**src/rtl/uart_rx_fifo.sv**
```systemverilog
// uart_rx_fifo: 8N1 UART receiver feeding a show-ahead FIFO with valid/ready drain
module uart_rx_fifo #(
  parameter int WAIT  = 8,
  parameter int DEPTH = 4
) (
  input  logic       clk,
  input  logic       reset,
  input  logic       uart_rx,
  output logic [7:0] r_data,
  output logic       r_valid,
  input  logic       r_ready,
  output logic       frame_err,
  output logic       overrun
);
  localparam int CW = $clog2(WAIT);
  localparam int AW = $clog2(DEPTH);
  localparam logic [CW-1:0] HALF = CW'(WAIT / 2 - 1);
  localparam logic [CW-1:0] LAST = CW'(WAIT - 1);
  typedef enum logic [1:0] {IDLE, START, DATA, STOP} state_t;
  state_t state, state_n;
  logic [CW-1:0] cnt, cnt_n;
  logic [2:0] idx, idx_n;
  logic [7:0] sh, sh_n;
  logic s1, rx_s, push, ferr, pop, full, wr;
  logic [7:0] mem [DEPTH];
  logic [AW-1:0] wr_ptr, rd_ptr;
  logic [AW:0] count;
  assign full    = count == (AW + 1)'(DEPTH);
  assign r_valid = count != '0;
  assign pop     = r_valid && r_ready;
  assign wr      = push && (!full || pop);
  assign r_data  = mem[rd_ptr];
  // two-flop synchroniser; idles high so reset never looks like a start bit
  always_ff @(posedge clk)
    if (reset) {s1, rx_s} <= 2'b11;
    else {s1, rx_s} <= {uart_rx, s1};
  // receiver state, bit timer, bit index and shift register
  always_ff @(posedge clk)
    if (reset) begin
      state <= IDLE;
      cnt   <= '0;
      idx   <= '0;
      sh    <= '0;
    end else begin
      state <= state_n;
      cnt   <= cnt_n;
      idx   <= idx_n;
      sh    <= sh_n;
    end
  // frame sequencing: mid-bit start check, full-bit data/stop sampling
  always_comb begin
    state_n = state;
    cnt_n   = cnt;
    idx_n   = idx;
    sh_n    = sh;
    push    = 1'b0;
    ferr    = 1'b0;
    case (state)
      IDLE: if (!rx_s) begin
        state_n = START;
        cnt_n   = '0;
      end
      START: begin
        cnt_n = cnt + 1'b1;
        if (cnt == HALF) begin
          state_n = rx_s ? IDLE : DATA;
          cnt_n   = '0;
          idx_n   = '0;
        end
      end
      DATA: begin
        cnt_n = cnt + 1'b1;
        if (cnt == LAST) begin
          cnt_n     = '0;
          sh_n[idx] = rx_s;
          idx_n     = idx + 1'b1;
          state_n   = idx == 3'd7 ? STOP : DATA;
        end
      end
      STOP: begin
        cnt_n = cnt + 1'b1;
        if (cnt == LAST) begin
          cnt_n   = '0;
          push    = rx_s;
          ferr    = !rx_s;
          state_n = IDLE;
        end
      end
      default: state_n = IDLE;
    endcase
  end
  // FIFO storage; pointers alone define validity so no reset is needed
  always_ff @(posedge clk)
    if (wr) mem[wr_ptr] <= sh;
  // FIFO pointers, occupancy and error pulses
  always_ff @(posedge clk)
    if (reset) begin
      wr_ptr    <= '0;
      rd_ptr    <= '0;
      count     <= '0;
      frame_err <= 1'b0;
      overrun   <= 1'b0;
    end else begin
      wr_ptr    <= wr_ptr + AW'(wr);
      rd_ptr    <= rd_ptr + AW'(pop);
      count     <= count + (AW + 1)'(wr) - (AW + 1)'(pop);
      frame_err <= ferr;
      overrun   <= push && full && !pop;
    end
endmodule

```
**config.mk**
```make
export PLATFORM = sky130hd
export DESIGN_NAME = uart_rx_fifo
export DESIGN_NICKNAME = d
export VERILOG_FILES = /design/src/rtl/uart_rx_fifo.sv
export SDC_FILE = /design/constraint.sdc
export NUM_CORES = 1
export LEC_CHECK = 0
export ABC_AREA = 1
export BUFFER_PORTS_ARGS = -buffer_cell sky130_fd_sc_hd__buf_2
export CORE_MARGIN = 2
export CORE_UTILIZATION = 45
export DETAILED_ROUTE_END_ITERATION = 8
export PLACE_DENSITY = 0.67
export SYNTH_ARGS = -nofsm -noshare
export SYNTH_HDL_FRONTEND = slang
export SYNTH_SLANG_ARGS = --single-unit
```
**constraint.sdc**
```tcl
create_clock -name clk -period 2.1 [get_ports clk]
set_clock_uncertainty 0.1 [all_clocks]
set_input_delay 0.105 -clock clk [delete_from_list [all_inputs] [get_ports clk]]
set_output_delay 0.105 -clock clk [all_outputs]
set_load 0.02 [all_outputs]
```
==> results.md <==
* Status: finished, final reports clean
* Most instantiated library cell after synthesis: nor2_1
* Worst slack, placed at 0.02719 ns
* Clock buffer count from CTS at 9
* Initial core utilization at 46.42%
* Placed Area at 2728 um^2
* GRT Util Overall at 15.61%
* WP data required at 2.26 ns
* Worst skew pair latency at 0.33 ns
* Cells after synthesis at 266
* Crit end category: flip-flop
* Ports at 15
* Drc violations at 0
* Cells along the critical path: ha_2 > ha_2 > nand3_4 > nor2_2 > nand2_2 > inv_1 > ha_1 > fa_1 > inv_1 > o21ai_0 > a21oi_1
* Crit path arrival time at 2.16 ns
* Vias at 1,841
* Sequential share of the synthesized area at 58.74%
* Row count at 27
* Fin crit period at 1.993 ns
* Syn Area/Cell at 9.610 um^2
* Initial antenna violation count at 0
* DIE HEIGHT at 79.37 um
* Setup violations, final at 0
* Reg2reg start: cnt[1]$_SDFFE_PP0N_
* Die area at 6300 um^2
* Crit path max fanout at 5
* Worst Reg-to-Reg Cells at 11
* Worst Setup EP: count[2]$_SDFF_PP0_
* Ranking of synthesized cells by area: edfxtp_1, dfxtp_1, nor2_1
* Asr flop ratio synth at 0%
* Commonest cells in the netlist: nor2_1, edfxtp_1, nand2_1
* Layout cells sized above 1 at 18.21%
* Antenna diodes at 0
* I/O Buffers at 14
* Cell Area, Synth at 2556 um^2
* Fin. Hold Viols at 0
* Final period util at 94.92%
* CP Launch Type: flip-flop
* Nets at 311
* First-pass GRT wire length at 7334 um
* WS Path Type: reg -> reg
* Clock transition at path regs at 0.06 ns
* Initial drt markers at 92
* Area Growth Syn to Fin at 18.89%
* TritonCTS clock tree: done
* Max-slew headroom at the worst pin at 67.58%
* R2R setup slack at 0.11 ns
* CP max-delay cell: fa_1
* Slew at the pin with the worst max-slew slack at 0.4858 ns
* Maxcap violations at 0
* PnR worst setup slack at 0.1066 ns
* Max Clock Freq at 0.5017 GHz
* Post-Route Setup TNS at 0 ns
* Final WL at 4536 um
* Clk root buf: clkbuf_8
* GPL Wtd Cong at 0.7698
* Syn_nets at 280
* Number of flops mapped to enable cells by yosys at 32
* Largest net degree at the start of global routing at 18
* Total core area at 5507 um^2
* Largest vdd supply drop at 406.7 uV
* Clock Path Buffers at 2
* Post-route ant nets at 0
* Netlist cell types at 29
* Final Cell Area at 3039 um^2
* Pre-Repair DR Iteration Count at 4
* Power Total at 3.242 mW
* Worst Hold Class: reg -> reg
* Placed wire-length estimate at 3014 um
* Die width at 79.37 um
* Seq cells post-synth at 59
* Synth warn at 0
* Slowest stage delay, CP at 0.35 ns
* Htree depth at 3
* Synth top area share at 37.59%
* Leakage power at 1.258 nW
* Routed len/inst at 12.13 um
* Pwr dens at 1067 nW/um^2
* RR Endpoint: count[2]$_SDFF_PP0_
* Top FF cell, synth: edfxtp_1
* Final Max Slew Viols at 0
* Total grt overflow at 0
* Post-synth top area cell: edfxtp_1
* Via density at 4.922
* Vias in the first global route at 1,635
* CTS Sinks at 59
* CP Launch Point: cnt[1]$_SDFFE_PP0N_
-- flip-flops by register name (all words and copies together), names as in the netlist, named ones only --
name / flops
overrun: 1
mem: 32
count: 3
frame_err: 1
state: 1
rx_s: 1
idx: 3
cnt: 3
rd_ptr: 2
wr_ptr: 2
sh: 8
s1: 1
-- how the worst min path moves through the flow --
stage	startpoint	end	cells after the start
6_report	s1$_SDFF_PP1_	rx_s$_SDFF_PP1_	1
4_1_cts	s1$_SDFF_PP1_	rx_s$_SDFF_PP1_	1
3_5_place_dp	uart_rx	s1$_SDFF_PP1_	2
5_1_grt	s1$_SDFF_PP1_	rx_s$_SDFF_PP1_	1
2_1_floorplan	uart_rx	s1$_SDFF_PP1_	1
3_3_place_gp	uart_rx	s1$_SDFF_PP1_	2
-- critical path: cells and delay by family, from the launching register on --
family,cells,cell delay (ns)
flops,1,0.32
simple gates,3,0.22
buf+inv,2,0.14
fa+ha+maj,4,0.93
compound gates,2,0.22
-- cell usage in the layout (no fill, tap or decap), drive strengths merged --
cell type	count
buf	25
o21ai	24
nand3	14
ha	9
nand4	2
nor3	6
clkinv	2
nor2	58
o22ai	8
dlygate4sd3	3
fa	1
o21a	1
dfxtp	27
o31ai	1
or2	2
nand2	34
clkbuf	10
bufinv	4
inv	28
edfxtp	32
xnor2	1
nor4	1
nand3b	2
a21oi	7
-- stage by stage --
step                instances  hold WS (ns)  utilization, %
floorplan                 266        0.1088               -
global placement          353        0.1877           49.53
detailed placement        353        0.1916           49.53
CTS                       372        0.3185           54.71
global route              374        0.3351           55.19
finish                    374        0.3135           55.19
-- logic make-up (layout without fill, tap and decap cells) --
family	after synthesis	after routing	share of synthesized area, %
DFF	59	59	58.74
xor gates and xnor gates	1	1	0.3427
adders and majority gates	10	10	5.189
AOI/OAI and AO/OA	41	41	8.615
buffers and inverters	36	72	6.314
and+or+nand+nor	119	119	20.80
-- area by class of cell --
class,instances,area [um^2]
well taps,72,90.09
repair buffers,28,182.7
inverters,28,105.1
multi-input cells,171,903.4
clock buffers,10,127.6
fillers,490,2467
clock inverters,6,127.6
flip-flops and latches,59,1503
-- what timing repair did --
action,in CTS,in global routing
resized for setup,0,5
hold endpoints to repair,4,0
hold buffers,3,0
endpoints found under the setup margin,0,2
buffers inserted,0,2
-- report_power, final --
group / internal (mW) / switching, mW / leakage, nW / total (mW)
logic: 0.220 / 0.410 / 0.578 / 0.631
clock network: 0.901 / 0.417 / 0.126 / 1.32
registers: 1.25 / 0.0463 / 0.554 / 1.29
total: 2.37 / 0.874 / 1.26 / 3.24
-- routing by layer --
metal / share of wire [%] / global-route usage (%) / up-vias / wire (um)
li1: - / - / 950 / -
met1: 45 / 17.88 / 863 / 2023
met2: 51 / 26.95 / 19 / 2296
met3: 2.8 / 4.072 / 9 / 125
met4: 2.0 / 7.759 / 0 / 91
met5: 0 / 0 / - / 0
Power figures use the tool's default switching activity.
